<file path="src/rtl/fpu_cmd_regbank.sv">
// ============================================================================
//  Module   : fpu_cmd_regbank
//  Purpose  : APB-side register bank for the FPU with command and result FIFOs.
//             Optional interrupt logic is enabled by defining FPU_REGBANK_IRQ_EN.
//  Revision : 1.0  initial release
// ============================================================================
`default_nettype none

module fpu_cmd_regbank #(
    parameter int DATA_WIDTH  = 32,
    parameter int ADDR_WIDTH  = 3,
    parameter int OPSEL_WIDTH = 3,
    parameter int CMD_DEPTH   = 4,
    parameter int RES_DEPTH   = 4
) (
    input  logic                   CLK,
    input  logic                   RSTN,
    input  logic [ADDR_WIDTH-1:0]  register_addr,
    input  logic [DATA_WIDTH-1:0]  Wdata,
    input  logic                   enable_register,
    input  logic                   write_enable,
    input  logic                   read_enable,
    output logic [DATA_WIDTH-1:0]  data_register,
    output logic                   cmd_valid,
    input  logic                   cmd_ready,
    output logic [DATA_WIDTH-1:0]  OP1,
    output logic [DATA_WIDTH-1:0]  OP2,
    output logic [OPSEL_WIDTH-1:0] OP_select,
    input  logic [DATA_WIDTH-1:0]  Result_Fpu,
    input  logic                   Result_FPU_valid,
    input  logic                   zero_flag,
    input  logic                   INF_flag,
    input  logic                   NAN_flag,
    output logic                   res_ready,
    output logic                   irq
);

    localparam int c_CPW = $clog2(CMD_DEPTH);
    localparam int c_CCW = c_CPW + 1;
    localparam int c_RPW = $clog2(RES_DEPTH);
    localparam int c_RCW = c_RPW + 1;
    localparam int c_REW = DATA_WIDTH + 3;

    localparam logic [ADDR_WIDTH-1:0] c_ADDR_OP1    = ADDR_WIDTH'(0);
    localparam logic [ADDR_WIDTH-1:0] c_ADDR_OP2    = ADDR_WIDTH'(1);
    localparam logic [ADDR_WIDTH-1:0] c_ADDR_OPSEL  = ADDR_WIDTH'(2);
    localparam logic [ADDR_WIDTH-1:0] c_ADDR_CTRL   = ADDR_WIDTH'(3);
    localparam logic [ADDR_WIDTH-1:0] c_ADDR_STATUS = ADDR_WIDTH'(4);
    localparam logic [ADDR_WIDTH-1:0] c_ADDR_RESULT = ADDR_WIDTH'(5);
    localparam logic [ADDR_WIDTH-1:0] c_ADDR_RFLAGS = ADDR_WIDTH'(6);
`ifdef FPU_REGBANK_IRQ_EN
    localparam logic [ADDR_WIDTH-1:0] c_ADDR_IRQMSK = ADDR_WIDTH'(7);
`endif

    logic [DATA_WIDTH-1:0]  r_op1;
    logic [DATA_WIDTH-1:0]  r_op2;
    logic [OPSEL_WIDTH-1:0] r_opsel;

    logic [DATA_WIDTH-1:0]  r_cmd_op1 [CMD_DEPTH];
    logic [DATA_WIDTH-1:0]  r_cmd_op2 [CMD_DEPTH];
    logic [OPSEL_WIDTH-1:0] r_cmd_sel [CMD_DEPTH];
    logic [c_CPW-1:0]       r_cmd_wptr;
    logic [c_CPW-1:0]       r_cmd_rptr;
    logic [c_CCW-1:0]       r_cmd_cnt;

    logic [c_REW-1:0]       r_res_mem [RES_DEPTH];
    logic [c_RPW-1:0]       r_res_wptr;
    logic [c_RPW-1:0]       r_res_rptr;
    logic [c_RCW-1:0]       r_res_cnt;

    logic r_cmd_ovf;
    logic r_res_ovf;
    logic r_res_udf;

    logic w_wr, w_rd, w_ctrl_wr, w_flush, w_push_req, w_stat_clr;
    logic w_cmd_empty, w_cmd_full, w_cmd_pop, w_cmd_push, w_cmd_ovf_set;
    logic w_res_empty, w_res_full, w_res_rd, w_res_pop, w_res_push;
    logic w_res_ovf_set, w_res_udf_set;
    logic [c_REW-1:0]      w_res_head;
    logic [DATA_WIDTH-1:0] w_res_data;
    logic [2:0]            w_res_flags;
    logic [23:0]           w_status;

    // Access decode: a read is only a read when write_enable is low
    assign w_wr       = enable_register && write_enable;
    assign w_rd       = enable_register && read_enable && !write_enable;
    assign w_ctrl_wr  = w_wr && (register_addr == c_ADDR_CTRL);
    assign w_flush    = w_ctrl_wr && Wdata[1];
    assign w_push_req = w_ctrl_wr && Wdata[0] && !Wdata[1];
    assign w_stat_clr = w_wr && (register_addr == c_ADDR_STATUS);

    assign w_cmd_empty   = (r_cmd_cnt == '0);
    assign w_cmd_full    = (r_cmd_cnt == c_CCW'(CMD_DEPTH));
    assign w_cmd_pop     = !w_cmd_empty && cmd_ready && !w_flush;
    assign w_cmd_push    = w_push_req && (!w_cmd_full || w_cmd_pop);
    assign w_cmd_ovf_set = w_push_req && w_cmd_full && !w_cmd_pop;

    assign w_res_empty   = (r_res_cnt == '0);
    assign w_res_full    = (r_res_cnt == c_RCW'(RES_DEPTH));
    assign w_res_rd      = w_rd && (register_addr == c_ADDR_RESULT);
    assign w_res_pop     = w_res_rd && !w_res_empty && !w_flush;
    assign w_res_push    = Result_FPU_valid && !w_flush && (!w_res_full || w_res_pop);
    assign w_res_ovf_set = Result_FPU_valid && !w_flush && w_res_full && !w_res_pop;
    assign w_res_udf_set = w_res_rd && w_res_empty;

    assign w_res_head  = r_res_mem[r_res_rptr];
    assign w_res_data  = w_res_empty ? '0 : w_res_head[DATA_WIDTH-1:0];
    assign w_res_flags = w_res_empty ? 3'b000 : w_res_head[c_REW-1:DATA_WIDTH];

    assign cmd_valid = !w_cmd_empty;
    assign OP1       = w_cmd_empty ? '0 : r_cmd_op1[r_cmd_rptr];
    assign OP2       = w_cmd_empty ? '0 : r_cmd_op2[r_cmd_rptr];
    assign OP_select = w_cmd_empty ? '0 : r_cmd_sel[r_cmd_rptr];
    assign res_ready = !w_res_full;

    always_ff @(posedge CLK or negedge RSTN) begin
        if (!RSTN) begin
            r_op1   <= '0;
            r_op2   <= '0;
            r_opsel <= '0;
        end else if (w_wr) begin
            case (register_addr)
                c_ADDR_OP1:   r_op1   <= Wdata;
                c_ADDR_OP2:   r_op2   <= Wdata;
                c_ADDR_OPSEL: r_opsel <= Wdata[OPSEL_WIDTH-1:0];
                default: ;
            endcase
        end
    end

    // Sticky errors: a new event in the clearing cycle keeps the bit set
    always_ff @(posedge CLK or negedge RSTN) begin
        if (!RSTN) begin
            r_cmd_ovf <= 1'b0;
            r_res_ovf <= 1'b0;
            r_res_udf <= 1'b0;
        end else begin
            r_cmd_ovf <= (r_cmd_ovf && !(w_stat_clr && Wdata[4])) || w_cmd_ovf_set;
            r_res_ovf <= (r_res_ovf && !(w_stat_clr && Wdata[5])) || w_res_ovf_set;
            r_res_udf <= (r_res_udf && !(w_stat_clr && Wdata[6])) || w_res_udf_set;
        end
    end

    always_ff @(posedge CLK or negedge RSTN) begin
        if (!RSTN) begin
            r_cmd_wptr <= '0;
            r_cmd_rptr <= '0;
            r_cmd_cnt  <= '0;
        end else if (w_flush) begin
            r_cmd_wptr <= '0;
            r_cmd_rptr <= '0;
            r_cmd_cnt  <= '0;
        end else begin
            if (w_cmd_push)
                r_cmd_wptr <= r_cmd_wptr + c_CPW'(1);
            if (w_cmd_pop)
                r_cmd_rptr <= r_cmd_rptr + c_CPW'(1);
            if (w_cmd_push && !w_cmd_pop)
                r_cmd_cnt <= r_cmd_cnt + c_CCW'(1);
            else if (!w_cmd_push && w_cmd_pop)
                r_cmd_cnt <= r_cmd_cnt - c_CCW'(1);
        end
    end

    always_ff @(posedge CLK or negedge RSTN) begin
        if (!RSTN) begin
            r_res_wptr <= '0;
            r_res_rptr <= '0;
            r_res_cnt  <= '0;
        end else if (w_flush) begin
            r_res_wptr <= '0;
            r_res_rptr <= '0;
            r_res_cnt  <= '0;
        end else begin
            if (w_res_push)
                r_res_wptr <= r_res_wptr + c_RPW'(1);
            if (w_res_pop)
                r_res_rptr <= r_res_rptr + c_RPW'(1);
            if (w_res_push && !w_res_pop)
                r_res_cnt <= r_res_cnt + c_RCW'(1);
            else if (!w_res_push && w_res_pop)
                r_res_cnt <= r_res_cnt - c_RCW'(1);
        end
    end

    // FIFO storage needs no reset; empty FIFOs mask their outputs to zero
    always_ff @(posedge CLK) begin
        if (w_cmd_push) begin
            r_cmd_op1[r_cmd_wptr] <= r_op1;
            r_cmd_op2[r_cmd_wptr] <= r_op2;
            r_cmd_sel[r_cmd_wptr] <= r_opsel;
        end
        if (w_res_push)
            r_res_mem[r_res_wptr] <= {NAN_flag, INF_flag, zero_flag, Result_Fpu};
    end

    always_comb begin
        w_status        = '0;
        w_status[0]     = w_cmd_empty;
        w_status[1]     = w_cmd_full;
        w_status[2]     = w_res_empty;
        w_status[3]     = w_res_full;
        w_status[4]     = r_cmd_ovf;
        w_status[5]     = r_res_ovf;
        w_status[6]     = r_res_udf;
        w_status[15:8]  = 8'(r_cmd_cnt);
        w_status[23:16] = 8'(r_res_cnt);
    end

`ifdef FPU_REGBANK_IRQ_EN
    logic [3:0] r_irq_mask;
    logic       r_irq;

    always_ff @(posedge CLK or negedge RSTN) begin
        if (!RSTN) begin
            r_irq_mask <= 4'b0000;
            r_irq      <= 1'b0;
        end else begin
            if (w_wr && (register_addr == c_ADDR_IRQMSK))
                r_irq_mask <= Wdata[3:0];
            r_irq <= |(r_irq_mask & {r_res_udf, r_res_ovf, r_cmd_ovf, !w_res_empty});
        end
    end

    assign irq = r_irq;
`else
    assign irq = 1'b0;
`endif

    // Outside a genuine read the bus shows the result head without popping it
    always_comb begin
        data_register = '0;
        if (!w_rd) begin
            data_register = w_res_data;
        end else begin
            case (register_addr)
                c_ADDR_OP1:    data_register = r_op1;
                c_ADDR_OP2:    data_register = r_op2;
                c_ADDR_OPSEL:  data_register = DATA_WIDTH'(r_opsel);
                c_ADDR_STATUS: data_register = DATA_WIDTH'(w_status);
                c_ADDR_RESULT: data_register = w_res_data;
                c_ADDR_RFLAGS: data_register = DATA_WIDTH'({!w_res_empty, w_res_flags});
`ifdef FPU_REGBANK_IRQ_EN
                c_ADDR_IRQMSK: data_register = DATA_WIDTH'(r_irq_mask);
`endif
                default:       data_register = '0;
            endcase
        end
    end

endmodule

`default_nettype wire

</file>
<file path="config.mk">
export PLATFORM = sky130hd
export DESIGN_NAME = fpu_cmd_regbank
export DESIGN_NICKNAME = d
export VERILOG_FILES = /design/src/rtl/fpu_cmd_regbank.sv
export SDC_FILE = /design/constraint.sdc
export NUM_CORES = 1
export LEC_CHECK = 0
export CAP_MARGIN = 20
export CORE_MARGIN = 1.5
export CORE_UTILIZATION = 59
export CTS_BUF_LIST = sky130_fd_sc_hd__clkbuf_8
export CTS_CLUSTER_DIAMETER = 120
export DETAILED_ROUTE_END_ITERATION = 10
export DONT_BUFFER_PORTS = 1
export PLACE_DENSITY = 0.83
export SYNTH_ARGS = -nofsm -noshare
export SYNTH_HDL_FRONTEND = slang
export SYNTH_SLANG_ARGS = --single-unit
export TNS_END_PERCENT = 30
</file>
<file path="constraint.sdc">
create_clock -name CLK -period 2.65 [get_ports CLK]
set_input_delay 0.3975 -clock CLK [delete_from_list [all_inputs] [get_ports CLK]]
set_output_delay 0.3975 -clock CLK [all_outputs]
set_load 0.005 [all_outputs]
</file>
==> impl_metrics.yaml, run 1 <==
grt:
  grt_start_max_net_pins: 85
  grt_first_pass_wirelength_mm: 62.7
  grt.total_usage_pct: 24.9
  antenna_violations_before_repair: 2
  overflow_left_after_global_routing: 0
  first_global_vias: 10444
clock_network:
  cts-buffers-inserted: 76
  cts-root-to-sink-buffers: 3
  cts.reportedPaths.clkPinSlew_ns: 0.06
  cts_max_level: 3
  cts_num_sinks: 492
  clk-insertion-delay-late_ns: 0.58
  cts.root.buffer_cell: "sky130_fd_sc_hd__clkbuf_8"
  tritoncts: "yes"
place:
  dpl.hpwl_mm: 25.4
  dpl_cell_area_um2: 20600
  placement.io_buffers: 0
  place.detailed.instances: 1461
  globalplace.congestion: 0.840
pwr:
  p_per_area_nw_per_um2: 956
  power_report.internal_total_mw: 15.5
  net_switching_share_of_the_total_power_pct: 29.2
  sequentialPowerShare_pct: 46.1
  design_power_total_mw: 21.9
  switchingPower_mw: 6.40
  p_comb_share_pct: 26.3
  cellLeakagePower_nw: 8.04
  p_clk_share_pct: 27.6
  irDropWorstVdd_mv: 0.616
synthesis:
  synth_simple_gate_area_share_pct: 4.65
  post_synth_fa_ha_maj_area_fraction_pct: 0.707
  synth_compound_area_share_pct: 3.21
  synth.area.mux_share_pct: 16.2
  synth-main-ff-cell: "sky130_fd_sc_hd__edfxtp_1"
  post_synthesis_xor_xnor_area_fraction_pct: 0.354
  synthCells: 1043
  combined_area_of_all_synthesized_cells_um2: 19800
  synth-async-reset-ratio_pct: 17.1
  dominant_combinational_cell_family_by_area_after_synthesis: "multiplexers"
  ys_seq_elements: 492
  synth_top_cells_by_area: "sky130_fd_sc_hd__edfxtp_1, sky130_fd_sc_hd__mux4_2, sky130_fd_sc_hd__dfrtp_1"
  synth_cell_types: 57
  synth.yosys.seq_area_share_pct: 72.5
  synth-edff-count: 408
  post-synth-top-area-fraction_pct: 61.8
  synth_fp_nets: 1130
  synth-warning-count: 0
  post-synth-top-area-cell: "sky130_fd_sc_hd__edfxtp_1"
  avg_inst_size_synth_um2: 19.0
sta:
  setup_failing_eps_final: 0
  layout_min_cycle_time_ns: 2.57
  post-route-period-util_pct: 96.8
  clock_skew_ns: 0.0196
  relSlewSlack_pct: 60.7
  worst-slew-pin-transition_ns: 0.590
  setup_total_negative_slack_ns: 0
  maxClockFrequency_mhz: 390
  drv_slew: 0
  hold_viol_final: 0
detailed_routing:
  antenna_left: 0
  vias: 10169
  wl_per_cell_um: 25.0
  detailedRoute.firstPassIterationCount: 4
  dr.first_iter.drc_count: 858
  drc_errors: 0
  drt_wl_total_mm: 42.0
  post_drt_via_cell_ratio: 6.06
die:
  number_of_core_rows: 66
  boundary_pins: 179
  fp.coreArea_um2: 32800
  floorplan.die.width_um: 186
  dieHeight_um: 186
  floorplan.initialDensity_pct: 60.4
  die_area_um2: 34700
setup_path:
  worstSetupEndpointType: "primary output"
  cp.arrival_ns: 2.17
  critical_path.cell_chain: "or3_4 -> buf_6 -> nor3_1 -> a211oi_2 -> o22ai_2"
  reg2reg_depth: 10
  startpoint_type_of_the_worst_setup_path: "flop"
  critical-path-top-delay-family: "simple AND/OR/NAND/NOR gates"
  worst_ep_required_time_ns: 2.25
  highest_cell_delay_on_the_worst_timing_path_ns: 0.45
  critical_path.slowest_cell: "sky130_fd_sc_hd__dfrtp_1"
  setup.worst_path.class: "reg2out"
  worst_path_bufs_invs: 1
  crit_cells: 5
  worstPathMaxFanout: 24
final_layout:
  nets: 1259
  utilization_pct: 69.9
  syn2layout_area_growth_pct: 15.7
  finalInstanceArea_um2: 22900
  final-instance-count-excl-fill: 1677
  commonest_non_fill_non_tap_cell_in_the_layout: "sky130_fd_sc_hd__edfxtp_1"
  layout-drive-gt1-share_pct: 28.3
  final_cell_mix: "sky130_fd_sc_hd__edfxtp_1, sky130_fd_sc_hd__mux4_2, sky130_fd_sc_hd__clkbuf_8, sky130_fd_sc_hd__inv_1, sky130_fd_sc_hd__dfrtp_1"
worst_hold_path:
  min_path_type: "in2reg"
  worst_hold_path.num_cells: 3
outcome:
  run_status: "finished clean"
job:
  max_cap_violations: 0
==> registers in the layout, indices dropped and copies added, names as in the netlist <==
| signal | flops |
|---|---|
| r_op1 | 32 |
| r_res_mem | 140 |
| r_cmd_ovf | 1 |
| r_res_cnt | 3 |
| r_cmd_cnt | 3 |
| r_res_rptr | 2 |
| r_res_wptr | 2 |
| r_opsel | 3 |
| r_cmd_wptr | 2 |
| r_cmd_sel | 12 |
| r_op2 | 32 |
| r_cmd_op1 | 128 |
| r_cmd_op2 | 128 |
| r_res_udf | 1 |
| r_cmd_rptr | 2 |
| r_res_ovf | 1 |
==> cell type report <==
cell class / instances / area, µm²
Inverter: 45 / 169
Sequential cell: 492 / 14400
Fill cell: 2023 / 9850
Clock buffer: 88 / 1210
Antenna cell: 2 / 5.00
Timing Repair Buffer: 112 / 1290
Tap cell: 442 / 553
Clock inverter: 51 / 272
Multi-Input combinational cell: 445 / 5070
==> power groups by stage <==
| stage | Clock (mW) | Combinational [mW] | Sequential [mW] |
|---|---|---|---|
| global placement | 0 | 5.32 | 10.2 |
| detailed placement | 0 | 5.40 | 10.3 |
| finish | 6.06 | 5.76 | 10.1 |
| global route | 6.54 | 6.22 | 10.2 |
| floorplan | 0 | 4.09 | 9.98 |
| CTS | 6.18 | 5.81 | 10.1 |
==> timing repair <==
action | CTS | global route
cloned | 0 | 0
gates resized for setup | 6 | 10
setup endpoints to repair | 57 | 6
endpoints found under the hold margin | 293 | 0
setup buffers | 4 | 0
pin swaps | 2 | 0
hold buffers | 71 | 0
==> worst reg2reg max path, stage by stage (launching register included) <==
cell and delay [ns]:
sky130_fd_sc_hd__dfrtp_1 0.39, sky130_fd_sc_hd__or3b_1 0.40, sky130_fd_sc_hd__o21bai_4 0.20, sky130_fd_sc_hd__and3_4 0.22
sky130_fd_sc_hd__nor2b_1 0.14, sky130_fd_sc_hd__fa_1 0.39, sky130_fd_sc_hd__inv_1 0.07, sky130_fd_sc_hd__o31a_1 0.15
sky130_fd_sc_hd__a41oi_2 0.13, sky130_fd_sc_hd__xor2_1 0.17, sky130_fd_sc_hd__nor2_1 0.06
==> layer usage <==
| metal | up-vias | GRT usage (%) | wire [µm] |
|---|---|---|---|
| met5 | - | 0 | 0 |
| met4 | 0 | 8.68 | 1080 |
| met3 | 79 | 5.78 | 3240 |
| met2 | 470 | 39.0 | 20300 |
| met1 | 5246 | 35.1 | 17300 |
| li1 | 4374 | - | - |
==> Yosys cell counts, types with 7 or more instances <==
cell / count
sky130_fd_sc_hd__edfxtp_1: 408
sky130_fd_sc_hd__mux4_2: 102
sky130_fd_sc_hd__dfrtp_1: 84
sky130_fd_sc_hd__and2_1: 75
sky130_fd_sc_hd__mux2_2: 67
sky130_fd_sc_hd__inv_1: 45
sky130_fd_sc_hd__o22ai_1: 32
sky130_fd_sc_hd__nor2_1: 21
sky130_fd_sc_hd__clkbuf_1: 20
sky130_fd_sc_hd__a22oi_1: 19
sky130_fd_sc_hd__buf_2: 19
sky130_fd_sc_hd__buf_4: 13
sky130_fd_sc_hd__mux2i_1: 12
sky130_fd_sc_hd__nand2_1: 12
sky130_fd_sc_hd__a21oi_1: 11
sky130_fd_sc_hd__ha_1: 8
sky130_fd_sc_hd__a211oi_1: 7
sky130_fd_sc_hd__nor2b_1: 7
sky130_fd_sc_hd__o21ai_0: 7
==> final timing paths <==
check,start,end,slack [ns]
max,r_cmd_cnt[2],data_register[0],0.08
min,Wdata[4],r_cmd_ovf,0.05
max reg2reg,r_res_cnt[0],r_res_cnt[2],0.20
min reg2reg,r_op1[20],r_cmd_op1[1][20],0.54
max in group asynchronous,RSTN,r_cmd_rptr[0],1.82
min in group asynchronous,RSTN,r_op1[25],0.39
==> through the flow <==
stage	hold WS [ns]	worst slack (ns)
6_report	0.0526	0.0844
2_1_floorplan	0.102	-0.680
4_1_cts	0.00991	0.0102
3_3_place_gp	0.105	0.293
3_5_place_dp	0.105	0.237
5_1_grt	0.0529	-0.00401
==> cells by family after synthesis <==
group	count (synthesis)
fa+ha+maj	10
flops	492
buf+inv	106
xor+xnor	8
simple gates	151
mux	184
other cells	1
compound gates	91
No activity file was read; power rests on OpenSTA's default activity.
==> run 2: changes to the inputs <==
--- a/config.mk
+++ b/config.mk
@@ -6,13 +6,15 @@
 export NUM_CORES = 1
 export LEC_CHECK = 0
 export CAP_MARGIN = 20
+export CELL_PAD_IN_SITES_DETAIL_PLACEMENT = 1
+export CELL_PAD_IN_SITES_GLOBAL_PLACEMENT = 2
 export CORE_MARGIN = 1.5
-export CORE_UTILIZATION = 59
+export CORE_UTILIZATION = 45
 export CTS_BUF_LIST = sky130_fd_sc_hd__clkbuf_8
 export CTS_CLUSTER_DIAMETER = 120
 export DETAILED_ROUTE_END_ITERATION = 10
 export DONT_BUFFER_PORTS = 1
-export PLACE_DENSITY = 0.83
+export PLACE_DENSITY = 0.82
 export SYNTH_ARGS = -nofsm -noshare
 export SYNTH_HDL_FRONTEND = slang
 export SYNTH_SLANG_ARGS = --single-unit
==> impl_metrics.yaml, run 2 (synthesis gave the netlist of run 1 again) <==
grt:
  first_global_vias: 10945
  grt.total_usage_pct: 21.0
  overflow_left_after_global_routing: 0
  grt_start_max_net_pins: 85
  antenna_violations_before_repair: 0
  grt_first_pass_wirelength_mm: 69.2
pwr:
  irDropWorstVdd_mv: 0.504
  cellLeakagePower_nw: 8.22
  p_comb_share_pct: 29.4
  sequentialPowerShare_pct: 44.3
  switchingPower_mw: 6.83
  net_switching_share_of_the_total_power_pct: 30.0
  power_report.internal_total_mw: 15.9
  p_clk_share_pct: 26.3
  p_per_area_nw_per_um2: 969
  design_power_total_mw: 22.7
die:
  boundary_pins: 179
  die_area_um2: 45300
  floorplan.die.width_um: 213
  number_of_core_rows: 76
  dieHeight_um: 213
  floorplan.initialDensity_pct: 45.8
  fp.coreArea_um2: 43300
outcome:
  run_status: "finished clean"
place:
  globalplace.congestion: 0.770
  placement.io_buffers: 0
  dpl.hpwl_mm: 27.9
job:
  max_cap_violations: 0
detailed_routing:
  antenna_left: 0
  dr.first_iter.drc_count: 643
  post_drt_via_cell_ratio: 5.49
  drt_wl_total_mm: 47.6
  detailedRoute.firstPassIterationCount: 5
  drc_errors: 0
  wl_per_cell_um: 25.9
  vias: 10086
sta:
  clock_skew_ns: 0.0378
  grt_setup_unrepaired: "true"
  worst-slew-pin-transition_ns: 0.657
  post-route-period-util_pct: 98.8
  relSlewSlack_pct: 56.2
  maxClockFrequency_mhz: 382
  hold_viol_final: 0
  drv_slew: 0
  setup_failing_eps_final: 0
  layout_min_cycle_time_ns: 2.62
final_layout:
  commonest_non_fill_non_tap_cell_in_the_layout: "sky130_fd_sc_hd__edfxtp_1"
  largest_reg_flops: 140
  seqCellArea_um2: 14400
  syn2layout_area_growth_pct: 18.4
  utilization_pct: 54.2
  registers.top_by_ff_count: "r_res_mem"
  layout.filler_cells: 3841
  multi_input_comb_area_um2: 5160
  layout-drive-gt1-share_pct: 31.8
  nets: 1278
  final_cell_mix: "sky130_fd_sc_hd__edfxtp_1, sky130_fd_sc_hd__mux4_2, sky130_fd_sc_hd__clkbuf_8, sky130_fd_sc_hd__dfrtp_1, sky130_fd_sc_hd__inv_1"
  top_regs: "r_res_mem (140), r_cmd_op1 (128), r_cmd_op2 (128)"
  antenna-diode-count: 0
clock_network:
  tritoncts: "yes"
  cts.root.buffer_cell: "sky130_fd_sc_hd__clkbuf_8"
  cts-buffers-inserted: 78
  cts-root-to-sink-buffers: 3
  cts.reportedPaths.clkPinSlew_ns: 0.06
  clk-insertion-delay-late_ns: 0.66
  cts_num_sinks: 492
  cts_max_level: 3
setup_path:
  cp.arrival_ns: 2.22
  setup.worst_path.class: "reg2out"
  reg2reg_slack_ns: 0.21
  startpoint_type_of_the_worst_setup_path: "flop"
  worstPathMaxFanout: 3
  worst_ep_required_time_ns: 2.25
  worstSetupEndpointType: "primary output"
worst_hold_path:
  min_path_type: "in2reg"
run 2: changes by cell type in the layout (fill, tap and decap cells not counted), sizes merged:
cell         previous run  this run
clkinv                  8        18
buf                    42        49
clkbuf                 88        94
inv                    85        81
dlygate4sd3            70        73
bufinv                  2         0
diode                   2         0
run 2: layer usage:
layer  vias to the layer above  wire length [µm]  track usage, %
met1                      5351             20000            27.8
li1                       4408                 -               -
met5                         -                 0               0
met2                       272             23900            34.0
met4                         0               931            7.36
met3                        55              2820            5.28
run 2: power by group through the flow:
stage	sequential, mW	combinational [mW]	clock, mW
floorplan	9.98	4.09	0
global placement	10.1	5.57	0
detailed placement	10.2	5.62	0
CTS	10.1	6.31	6.14
global route	10.2	7.21	6.44
finish	10.1	6.68	5.98
run 2: layout make-up:
class / instances / area share, %
clock buffer: 87 / 5.10
clock inverter: 55 / 1.06
inverter: 45 / 0.720
multi-input combinational: 445 / 22.0
sequential: 492 / 61.2
tap: 585 / 3.12
timing repair buffer: 129 / 6.79
run 2: what timing repair did:
action | CTS | global route
pin swaps | 4 | 0
cloned | 1 | 8
gates resized for setup | 54 | 8
buffers inserted | 5 | 3
hold buffers | 74 | 0
endpoints found under the setup margin | 75 | 73
endpoints found under the hold margin | 296 | 0
run 2: per-stage QoR:
stage / TNS (ns) / setup slack, ns / instance area [µm²] / hold WS (ns) / instances
after floorplan: -45.58 / -0.680 / 19800 / 0.102 / 1043
after global placement: 0 / 0.279 / 20800 / 0.107 / 1605
after detailed placement: 0 / 0.246 / 20800 / 0.108 / 1605
final: 0 / 0.0329 / 23500 / 0.0543 / 1838
after global routing: -0.135 / -0.0656 / 23500 / 0.0541 / 1838
after CTS: -0.514 / -0.0599 / 23200 / 0.00176 / 1827
run 2: worst max-delay path, stage by stage, from the launching register on:
cell and delay [ns]:
sky130_fd_sc_hd__dfrtp_1 0.39, sky130_fd_sc_hd__buf_6 0.12, sky130_fd_sc_hd__or3_4 0.39, sky130_fd_sc_hd__and3_4 0.18, sky130_fd_sc_hd__nand2_2 0.06, sky130_fd_sc_hd__o311a_4 0.20
sky130_fd_sc_hd__o22ai_2 0.09, sky130_fd_sc_hd__buf_4 0.14
run 2: final timing paths:
path,from,to,cells after the start
max in group asynchronous,RSTN,r_op2[30],2
min reg2reg,r_cmd_ovf,r_cmd_ovf,2
min,Wdata[6],r_res_udf,3
max reg2reg,r_res_cnt[0],r_res_cnt[2],10
min in group asynchronous,RSTN,r_op2[5],2
max,r_res_cnt[1],data_register[1],7
==> run 3: changes to the inputs <==
--- a/config.mk
+++ b/config.mk
@@ -5,16 +5,17 @@
 export SDC_FILE = /design/constraint.sdc
 export NUM_CORES = 1
 export LEC_CHECK = 0
-export CAP_MARGIN = 20
+export ABC_AREA = 1
+export CAP_MARGIN = 25
 export CELL_PAD_IN_SITES_DETAIL_PLACEMENT = 1
 export CELL_PAD_IN_SITES_GLOBAL_PLACEMENT = 2
 export CORE_MARGIN = 1.5
-export CORE_UTILIZATION = 45
+export CORE_UTILIZATION = 40
 export CTS_BUF_LIST = sky130_fd_sc_hd__clkbuf_8
 export CTS_CLUSTER_DIAMETER = 120
 export DETAILED_ROUTE_END_ITERATION = 10
 export DONT_BUFFER_PORTS = 1
-export PLACE_DENSITY = 0.82
+export PLACE_DENSITY = 0.84
 export SYNTH_ARGS = -nofsm -noshare
 export SYNTH_HDL_FRONTEND = slang
 export SYNTH_SLANG_ARGS = --single-unit
==> impl_metrics.yaml, run 3 <==
synthesis:
  synth-main-ff-cell: "sky130_fd_sc_hd__edfxtp_1"
  synth_fp_nets: 1963
  synth_top_cells_by_area: "sky130_fd_sc_hd__edfxtp_1, sky130_fd_sc_hd__dfrtp_1, sky130_fd_sc_hd__nor2_1"
  synth-warning-count: 0
  synthCells: 1876
  avg_inst_size_synth_um2: 10.9
  synth-async-reset-ratio_pct: 17.1
  ys_seq_elements: 492
  synth_cell_types: 36
  synthTopCellsByCount: "sky130_fd_sc_hd__nor2_1, sky130_fd_sc_hd__edfxtp_1, sky130_fd_sc_hd__nand2_1"
  post-synth-top-area-cell: "sky130_fd_sc_hd__edfxtp_1"
  combined_area_of_all_synthesized_cells_um2: 20500
  post-synth-top-area-fraction_pct: 59.7
  cell_with_the_most_instances_after_synthesis: "sky130_fd_sc_hd__nor2_1"
  synth.yosys.seq_area_share_pct: 69.9
  synth-edff-count: 408
detailed_routing:
  post_drt_via_cell_ratio: 5.33
  drt_wl_total_mm: 64.7
  drc_errors: 0
  dr.first_iter.drc_count: 1109
  antenna_left: 0
  wl_per_cell_um: 23.1
  detailedRoute.firstPassIterationCount: 5
  vias: 14889
die:
  dieHeight_um: 230
  number_of_core_rows: 82
  boundary_pins: 179
  die_area_um2: 52700
  fp.coreArea_um2: 50400
  floorplan.die.width_um: 230
  floorplan.initialDensity_pct: 40.8
sta:
  grt_setup_unrepaired: "true"
  setup_failing_eps_final: 2
  clock_skew_ns: 0.0275
  relSlewSlack_pct: 55.4
  finalWorstSetupSlack_ns: -0.0408
  worst-slew-pin-transition_ns: 0.670
  post-route-period-util_pct: 102
  layout_min_cycle_time_ns: 2.69
  hold_slack_ns: 0.0615
  maxClockFrequency_mhz: 372
  hold_viol_final: 0
  drv_slew: 0
clock_network:
  cts_num_sinks: 492
  cts.root.buffer_cell: "sky130_fd_sc_hd__clkbuf_8"
  cts-root-to-sink-buffers: 3
  tritoncts: "yes"
  clk-insertion-delay-late_ns: 0.68
  cts.reportedPaths.clkPinSlew_ns: 0.06
  cts-buffers-inserted: 83
  cts_max_level: 3
final_layout:
  syn2layout_area_growth_pct: 23.6
  layout.filler_cells: 5292
  nets: 2144
  commonest_non_fill_non_tap_cell_in_the_layout: "sky130_fd_sc_hd__edfxtp_1"
  utilization_pct: 50.4
  largest_reg_flops: 140
  final_cell_mix: "sky130_fd_sc_hd__edfxtp_1, sky130_fd_sc_hd__nor2_1, sky130_fd_sc_hd__nand2_1, sky130_fd_sc_hd__o21ai_0, sky130_fd_sc_hd__clkbuf_8"
  top_regs: "r_res_mem (140), r_cmd_op1 (128), r_cmd_op2 (128)"
  seqCellArea_um2: 14400
  layout-drive-gt1-share_pct: 18.7
  multi_input_comb_area_um2: 5720
  registers.top_by_ff_count: "r_res_mem"
grt:
  antenna_violations_before_repair: 3
  first_global_vias: 15377
  grt_start_max_net_pins: 85
  overflow_left_after_global_routing: 0
  grt.total_usage_pct: 23.7
  grt_first_pass_wirelength_mm: 94.1
pwr:
  irDropWorstVdd_mv: 0.765
  p_clk_share_pct: 25.5
  power_report.internal_total_mw: 17.5
  p_comb_share_pct: 38.3
  p_per_area_nw_per_um2: 1100
  switchingPower_mw: 10.5
  cellLeakagePower_nw: 9.60
  net_switching_share_of_the_total_power_pct: 37.5
  sequentialPowerShare_pct: 36.3
setup_path:
  worstReg2RegEnd: "r_cmd_op1[0][26]"
  worst_ep_required_time_ns: 2.25
  worstPathMaxFanout: 11
  cp.arrival_ns: 2.29
  timing.critical_path.from: "r_res_rptr[0]"
  reg2reg_slack_ns: 0.50
  crit-reg2reg-launch: "r_cmd_cnt[2]"
  setup.worst_path.class: "reg2out"
  startpoint_type_of_the_worst_setup_path: "flop"
  reg2reg_depth: 7
  worstSetupEndpointType: "primary output"
outcome:
  run_status: "finished, violations left"
  violations: "setup timing"
worst_hold_path:
  worst_hold_path.num_cells: 3
  timing.hold.worst.start: "cmd_ready"
  min_path_type: "in2reg"
  min_delay_worst_endpoint: "r_cmd_rptr[0]"
job:
  max_cap_violations: 0
place:
  globalplace.congestion: 0.803
  dpl.hpwl_mm: 37.9
  detailedPlace.worstSlack_ns: 0.363
  placement.io_buffers: 0
[run 3: final cells by class]
cell class	instances	area share (%)
Timing Repair Buffer	201	9.33
Sequential cell	492	56.6
Timing Repair inverter	2	0.0690
Inverter	76	1.24
Clock buffer	96	5.21
Clock inverter	54	1.69
Antenna cell	1	0.00986
Tap cell	672	3.31
Multi-Input combinational cell	1201	22.5
[run 3: what timing repair did]
| action | CTS | global route |
|---|---|---|
| setup endpoints to repair | 95 | 81 |
| resized for setup | 71 | 106 |
| buffers inserted | 16 | 7 |
| hold endpoints to repair | 296 | 0 |
| pin swaps | 17 | 33 |
| hold buffers | 74 | 0 |
| cloned | 9 | 10 |
[run 3: worst max-delay path, cell delays in order, from the launching register on]
cell and delay [ns]:
sky130_fd_sc_hd__dfrtp_2 0.41, sky130_fd_sc_hd__buf_12 0.15, sky130_fd_sc_hd__buf_12 0.15, sky130_fd_sc_hd__buf_4 0.15
sky130_fd_sc_hd__inv_8 0.09, sky130_fd_sc_hd__buf_4 0.11, sky130_fd_sc_hd__o21ai_0 0.08, sky130_fd_sc_hd__o22ai_1 0.12
sky130_fd_sc_hd__nand2_1 0.11, sky130_fd_sc_hd__nand3_1 0.09, sky130_fd_sc_hd__nand2_1 0.06, sky130_fd_sc_hd__nand2_2 0.11
[run 3: worst max path at each step]
stage / to / slack [ns] / cells past startpoint
after CTS: data_register[2] / -0.07 / 7
after detailed placement: OP1[4] / 0.36 / 6
after global placement: data_register[4] / 0.43 / 9
after floorplan: r_cmd_op1[0][0] / -0.43 / 6
after global routing: data_register[1] / -0.14 / 11
final: data_register[1] / -0.04 / 11
[run 3: per-layer routing]
layer,routed length [µm],vias to the layer above,GRT usage [%]
li1,-,6815,-
met1,26900,7585,30.1
met2,32200,380,39.5
met3,3810,105,5.86
met4,1720,4,7.79
met5,25,-,0.276
[run 3: kinds of logic (layout without fill, tap and decap cells)]
kind of cell | after synthesis | in the layout | share of synthesized area (%)
buffers and inverters | 183 | 429 | 3.97
AND/OR/NAND/NOR | 777 | 777 | 14.9
XOR/XNOR | 3 | 3 | 0.128
other | 1 | 2 | 0.0183
flip-flops | 492 | 492 | 69.9
AO/OA/AOI/OAI | 410 | 410 | 10.4
adder cells (fa/ha/maj) | 10 | 10 | 0.682
[run 3: power groups by stage]
stage	Combinational (mW)	Sequential, mW	Clock (mW)
2_1_floorplan	5.15	9.88	0
3_3_place_gp	8.30	10.2	0
3_5_place_dp	8.52	10.3	0
4_1_cts	9.81	10.1	7.20
5_1_grt	11.7	10.2	7.53
6_report	10.7	10.2	7.13
[run 3: through the flow]
| step | cell area, µm² | power [mW] | cells | TNS [ns] |
|---|---|---|---|---|
| floorplan | 20500 | 15.0 | 1876 | -159.05 |
| global placement | 21800 | 18.5 | 2528 | 0 |
| detailed placement | 21800 | 18.8 | 2528 | 0 |
| CTS | 24900 | 27.1 | 2777 | -0.770 |
| global route | 25400 | 29.4 | 2795 | -3.01 |
| finish | 25400 | 28.0 | 2795 | -0.0523 |
